[src/rtl/fib_random_encoder_p.sv]
// fib_random_encoder_p: serial MSB-first binary to Fibonacci-base encoder.
// Weights w(0)=1, w(1)=2, w(i)=w(i-1)+w(i-2) are stepped down on the fly from constants.
// mode=0 yields the canonical Zeckendorf code. mode=1 lets an LFSR choose optional digits,
// which gives a non-unique but exactly decodable code.
// Optional macro FIBENC_SEED_PORT_EN adds seed_load/seed_val for run-time LFSR seeding.

module fib_random_encoder_p #(
  parameter int unsigned IN_W  = 64,
  parameter int unsigned OUT_W = 128,
  parameter int unsigned FIB_W = 96,
  parameter logic [31:0] SEED  = 32'hACE1_2024
) (
  input  logic             clk,
  input  logic             rst,
  input  logic             en_encode,
  input  logic             mode,
  input  logic [IN_W-1:0]  input_binary,
`ifdef FIBENC_SEED_PORT_EN
  input  logic             seed_load,
  input  logic [31:0]      seed_val,
`endif
  output logic [OUT_W-1:0] fibonacci_random,
  output logic             convert_done,
  output logic             busy,
  output logic             range_err
);

  localparam int unsigned FW1   = FIB_W + 1;
  localparam int unsigned IDX_W = (OUT_W > 1) ? $clog2(OUT_W) : 1;
  localparam int unsigned CMP_W = (IN_W > FIB_W) ? IN_W : FIB_W;
  localparam logic [31:0] LFSR_MASK = 32'h8020_0003;
  localparam logic [31:0] SEED_EFF  = (SEED == 32'h0) ? 32'h1 : SEED;

  function automatic logic [FIB_W-1:0] fib_weight(int unsigned n);
    logic [FIB_W-1:0] a, b, t;
    a = FIB_W'(1);
    b = FIB_W'(2);
    if (n == 0) return a;
    for (int unsigned i = 1; i < n; i++) begin
      t = a + b;
      a = b;
      b = t;
    end
    return b;
  endfunction

  // True when every weight up to w(n) fits in FIB_W bits.
  function automatic bit fib_fits(int unsigned n);
    logic [FIB_W:0] a, b, t;
    bit ok;
    a  = FW1'(1);
    b  = FW1'(2);
    ok = 1'b1;
    for (int unsigned i = 1; i < n; i++) begin
      t = a + b;
      a = b;
      b = t;
      if (t[FIB_W]) ok = 1'b0;
    end
    return ok;
  endfunction

  if (!fib_fits(OUT_W + 1)) begin : g_bad_fib_w
    $error("fib_random_encoder_p: FIB_W too narrow to hold w(OUT_W+1)");
  end

  localparam logic [FIB_W-1:0] W_TOP  = fib_weight(OUT_W);
  localparam logic [FIB_W-1:0] W_NEXT = fib_weight(OUT_W - 1);
  localparam logic [FIB_W-1:0] MAXV   = fib_weight(OUT_W + 1) - FIB_W'(2);

  typedef enum logic [1:0] {StIdle, StConv, StDone} state_e;

  state_e             state_q, state_d;
  logic [FIB_W-1:0]   rem_q, rem_d, wh_q, wh_d, wl_q, wl_d;
  logic [IDX_W-1:0]   idx_q, idx_d;
  logic               mode_q, mode_d;
  logic [OUT_W-1:0]   code_q, code_d, fr_q, fr_d;
  logic [31:0]        lfsr_q, lfsr_d;
  logic               done_q, done_d, busy_q, busy_d, rerr_q, rerr_d;
  logic               in_too_big, forced, digit;

  assign in_too_big = CMP_W'(input_binary) > CMP_W'(MAXV);

  // Next-state, digit decision and output updates.
  always_comb begin
    state_d = state_q;
    rem_d   = rem_q;
    wh_d    = wh_q;
    wl_d    = wl_q;
    idx_d   = idx_q;
    mode_d  = mode_q;
    code_d  = code_q;
    lfsr_d  = lfsr_q;
    fr_d    = fr_q;
    done_d  = 1'b0;
    busy_d  = busy_q;
    rerr_d  = rerr_q;
    // Lower digits sum to wh-2, so anything at or above wh-1 must take this digit.
    forced  = rem_q >= (wh_q - FIB_W'(1));
    digit   = 1'b0;
    if (forced) digit = 1'b1;
    else if (rem_q >= wl_q) digit = mode_q ? lfsr_q[0] : 1'b1;

    case (state_q)
      StIdle: begin
`ifdef FIBENC_SEED_PORT_EN
        if (seed_load) lfsr_d = (seed_val == 32'h0) ? 32'h1 : seed_val;
`endif
        if (en_encode) begin
          rem_d   = FIB_W'(input_binary);
          mode_d  = mode;
          wh_d    = W_TOP;
          wl_d    = W_NEXT;
          idx_d   = IDX_W'(OUT_W - 1);
          code_d  = '0;
          busy_d  = 1'b1;
          rerr_d  = 1'b0;
          state_d = in_too_big ? StDone : StConv;
        end
      end
      StConv: begin
        lfsr_d = (lfsr_q >> 1) ^ (lfsr_q[0] ? LFSR_MASK : 32'h0);
        code_d = {code_q[OUT_W-2:0], digit};
        if (digit) rem_d = rem_q - wl_q;
        wh_d  = wl_q;
        wl_d  = wh_q - wl_q;
        idx_d = idx_q - IDX_W'(1);
        if (idx_q == '0) begin
          fr_d    = {code_q[OUT_W-2:0], digit};
          done_d  = 1'b1;
          busy_d  = 1'b0;
          rerr_d  = 1'b0;
          state_d = StIdle;
        end
      end
      StDone: begin
        fr_d    = '0;
        rerr_d  = 1'b1;
        done_d  = 1'b1;
        busy_d  = 1'b0;
        state_d = StIdle;
      end
      default: state_d = StIdle;
    endcase
  end

  // State and datapath registers with synchronous reset.
  always_ff @(posedge clk) begin
    if (rst) begin
      state_q <= StIdle;
      rem_q   <= '0;
      wh_q    <= '0;
      wl_q    <= '0;
      idx_q   <= '0;
      mode_q  <= 1'b0;
      code_q  <= '0;
      lfsr_q  <= SEED_EFF;
      fr_q    <= '0;
      done_q  <= 1'b0;
      busy_q  <= 1'b0;
      rerr_q  <= 1'b0;
    end else begin
      state_q <= state_d;
      rem_q   <= rem_d;
      wh_q    <= wh_d;
      wl_q    <= wl_d;
      idx_q   <= idx_d;
      mode_q  <= mode_d;
      code_q  <= code_d;
      lfsr_q  <= lfsr_d;
      fr_q    <= fr_d;
      done_q  <= done_d;
      busy_q  <= busy_d;
      rerr_q  <= rerr_d;
    end
  end

  // The last digit must absorb the whole remainder.
  always_ff @(posedge clk) begin
    if (!rst && state_q == StConv && idx_q == '0) begin
      assert (rem_d == '0) else $error("fib_random_encoder_p: non-zero remainder at digit 0");
    end
  end

  assign fibonacci_random = fr_q;
  assign convert_done     = done_q;
  assign busy             = busy_q;
  assign range_err        = rerr_q;

endmodule

[config.mk]
export PLATFORM = sky130hd
export DESIGN_NAME = fib_random_encoder_p
export DESIGN_NICKNAME = d
export VERILOG_FILES = /design/src/rtl/fib_random_encoder_p.sv
export SDC_FILE = /design/constraint.sdc
export NUM_CORES = 2
export LEC_CHECK = 0
export CAP_MARGIN = 20
export CORE_ASPECT_RATIO = 1.1
export CORE_MARGIN = 2
export CORE_UTILIZATION = 40
export DETAILED_ROUTE_END_ITERATION = 6
export SYNTH_ARGS = -nofsm -noshare
export SYNTH_HDL_FRONTEND = slang
export SYNTH_SLANG_ARGS = --single-unit
[constraint.sdc]
create_clock -name clk -period 6.9 [get_ports clk]
set_input_delay 1.38 -clock clk [delete_from_list [all_inputs] [get_ports clk]]
set_output_delay 1.38 -clock clk [all_outputs]
set_load 0.005 [all_outputs]
==> results.toml <==
[run_status]
run_status = "complete, no violations"

[floorplanning]
dieArea_um2 = 93470
fp.coreArea_um2 = 90570
fp.dieW_um = 291.7
fp.dieH_um = 320.4
row_count = 116
pin_count = 199
start_util_pct = 40.21

[drt]
viasPerCell = 5.680
vias = 33490
drt-pass1-iter-count = 6
drc_errors = 0
drt_wl_total_mm = 110.8
drt_iter0_markers = 2567
post_drt_wl_per_cell_um = 18.78
antenna_left = 0

[sta]
slew_headroom_pct = 19.03
fin_crit_sh_pct = 92.71
period_needed_ns = 6.397
fmax_ghz = 0.1563
finalSetupViolations = 0
fin_worst_skew_ns = 0.02494
tightest_slew_ns = 1.215
rsz0062_at_grt = "no"
drv_slew = 0
hold_viol = 0
setup_tns_ns = 0

[clock_network]
cts_buffers = 68
cts_tree = "done"
clkSinkCount = 585
clock_path_buffers = 3
hold_buffers = 0
cts_root_buf = "clkbuf_16"
cts.reportedPaths.clkPinSlew_ns = 0.06
clock_latency_ns = 0.64
cts.htree.levels = 3

[logic_synthesis]
ys.flop_type = "dfxtp_1"
postSynth.asyncResetShare_pct = 0
synth_seq_cells = 585
synth_warnings = 0
synth.largest_area_cell = "dfxtp_1"
ys_seq_area_share_pct = 32.16
synthTopCellsByArea = "dfxtp_1 (32%), ha_1 (10%), a21oi_1 (8.7%)"
synth_edf_count = 0
ys_types = 92
synth_nets = 5035
syn_inst = 4675
syn_area_per_cell_um2 = 7.789
synth_area_um2 = 36410
yosys.area.top_type_share_pct = 32.16

[setup_path]
start_kind = "flop"
worstPathMaxFanout = 85
end_kind = "flop"
arrival_ns = 6.85
critPathKind = "flop to flop"
cp.required_ns = 7.36
r2r_slack_ns = 0.50

[final_layout]
syn2layout_area_growth_pct = 13.41
drive_above_1_share_pct = 4.261
stdcell_area_um2 = 41300
finish.net_count = 5030
finalNonFillerCells = 5897
antenna_cells = 0

[power]
p_seq_share_pct = 26.8
clkPwrFrac_pct = 24.2
power.switching_w = 0.006472
intPower_w = 0.008757
p_leak_nw = 17.03
power_w = 0.01523
switching_share_pct = 42.50
combPwrFrac_pct = 49.0
ir_drop_mv = 0.1766
p_per_area_nw_per_um2 = 368.7

[global_routing]
grt_pass1_wl_mm = 175.1
gr-usage-all-layers_pct = 22.88
grt_max_degree = 264
antenna_found_initial = 1
globalRouteOverflowTotal = 0
grt_pass1_vias = 31730

[placed_design]
place.gp.congestion = 0.9279
dpl.hpwl_mm = 78.52
io_buffers = 197
post-place-cells = 5778
placed_area_um2 = 39020

[min_path]
hp-class = "flop to flop"

[job]
drv_cap = 0
==> cell usage after synthesis (33+ instances only) <==
| master | count |
|---|---|
| nand3_1 | 50 |
| a211oi_1 | 125 |
| inv_1 | 173 |
| nor3_1 | 126 |
| ha_1 | 290 |
| and3_1 | 188 |
| nand2_1 | 477 |
| nor2_1 | 495 |
| xnor2_1 | 188 |
| nor4_1 | 33 |
| clkbuf_1 | 274 |
| o21ai_0 | 164 |
| o21bai_1 | 49 |
| nand4_1 | 95 |
| a21o_1 | 125 |
| dfxtp_1 | 585 |
| a221oi_1 | 57 |
| mux2i_1 | 68 |
| xor2_1 | 91 |
| a21oi_1 | 630 |
==> registers in the layout, summed over array words and instances, names as in the netlist <==
signal / cells
busy: 1
wl_q: 96
fibonacci_random: 128
lfsr_q: 32
convert_done: 1
wh_q: 96
rem_q: 96
idx_q: 7
mode_q: 1
code_q: 127
==> layer usage <==
layer  part of all wire, %  routed length (um)  vias up  GRT usage, %
li1                      -                   -    16650             -
met1                    47               51880    15820         31.52
met2                    44               49250      852         36.31
met3                   6.0                6691      170         4.040
met4                   2.7                2948        2         7.068
met5                 0.012                  13        -             0
==> final timing paths <==
path | start | endpoint | cells past startpoint
setup / recovery | wh_q[25]$_SDFFE_PP0P_ | rem_q[32]$_SDFFE_PP0P_ | 27
hold / removal | fibonacci_random[22]$_SDFFE_PP0P_ | fibonacci_random[22]$_SDFFE_PP0P_ | 2
setup reg to reg | wh_q[25]$_SDFFE_PP0P_ | rem_q[32]$_SDFFE_PP0P_ | 27
hold reg to reg | fibonacci_random[22]$_SDFFE_PP0P_ | fibonacci_random[22]$_SDFFE_PP0P_ | 2
==> critical path, stage by stage, from the launching register on <==
cell and delay [ns]:
dfxtp_1 0.38, or4_4 0.60, nor4_4 0.20, and2_4 0.22, nand3_2 0.12, nor4b_4 0.33, nand2b_2 0.16, nor3_4 0.25
nand2_2 0.10, or3_4 0.41, nor2_4 0.12, nand3_2 0.14, nor2_1 0.15, xnor2_1 0.13, ha_1 0.26, a21o_1 0.16
a21o_1 0.17, a21oi_1 0.19, a21oi_1 0.09, a2111oi_0 0.40, buf_4 0.19, o31ai_1 0.06, a211oi_1 0.31, o211a_2 0.36
a21oi_4 0.11, buf_12 0.23, nor2_1 0.19, a211oi_1 0.06
==> metrics by stage <==
step / utilization (%) / hold slack [ns] / worst slack, ns
final: 45.60 / 0.4485 / 0.5032
after detailed placement: 43.08 / 0.4418 / 0.2317
after floorplan: - / 0.4250 / 1.433
after CTS: 45.56 / 0.4498 / 0.1848
after global placement: 43.08 / 0.4337 / 0.3298
after global routing: 45.60 / 0.4647 / 0.01823
==> cells in the final DEF, fill, tap and decap left out, types with 91 or more instances in the layout <==
cell | netlist | layout
ha_1 | 290 | 290
nand2_1 | 477 | 477
a21o_1 | 125 | 125
nor2_1 | 495 | 491
nor3_1 | 126 | 126
a211oi_1 | 125 | 125
a21oi_1 | 630 | 630
xor2_1 | 91 | 91
dfxtp_1 | 585 | 584
nand4_1 | 95 | 95
clkdlybuf4s50_1 | 0 | 195
and3_1 | 188 | 188
xnor2_1 | 188 | 188
o21ai_0 | 164 | 164
inv_1 | 173 | 171
==> kinds of logic after synthesis <==
family | Yosys count | synth area share (%)
adders and majority gates | 292 | 10.07
muxes | 69 | 1.900
and+or+nand+nor | 1602 | 20.82
xor gates and xnor gates | 279 | 6.711
AOI/OAI and AO/OA | 1367 | 23.29
buffers and inverters | 480 | 5.037
DFF | 585 | 32.16
other | 1 | 0.01030
==> power groups by stage <==
stage	registers [W]	logic, W	clock network [W]
after floorplan	0.00401	0.00549	0
after global placement	0.00414	0.00729	0
after detailed placement	0.00414	0.00730	0
after CTS	0.00407	0.00737	0.00377
after global routing	0.00412	0.00823	0.00391
final	0.00408	0.00747	0.00368
==> cell type report <==
| cell class | count | area [um^2] |
|---|---|---|
| clock buffers | 99 | 1968 |
| clock inverters | 18 | 279.0 |
| fillers | 9118 | 49270 |
| inverters | 173 | 656.9 |
| multi-input cells | 3610 | 22920 |
| flip-flops and latches | 585 | 11720 |
| well taps | 1180 | 1476 |
| repair buffers | 232 | 2285 |
==> timing repair <==
| action | 4_1_cts | 5_1_grt |
|---|---|---|
| endpoints found under the setup margin | 0 | 35 |
| buffers inserted | 0 | 2 |
| gates resized for setup | 0 | 3 |
Power figures use the tool's default switching activity.
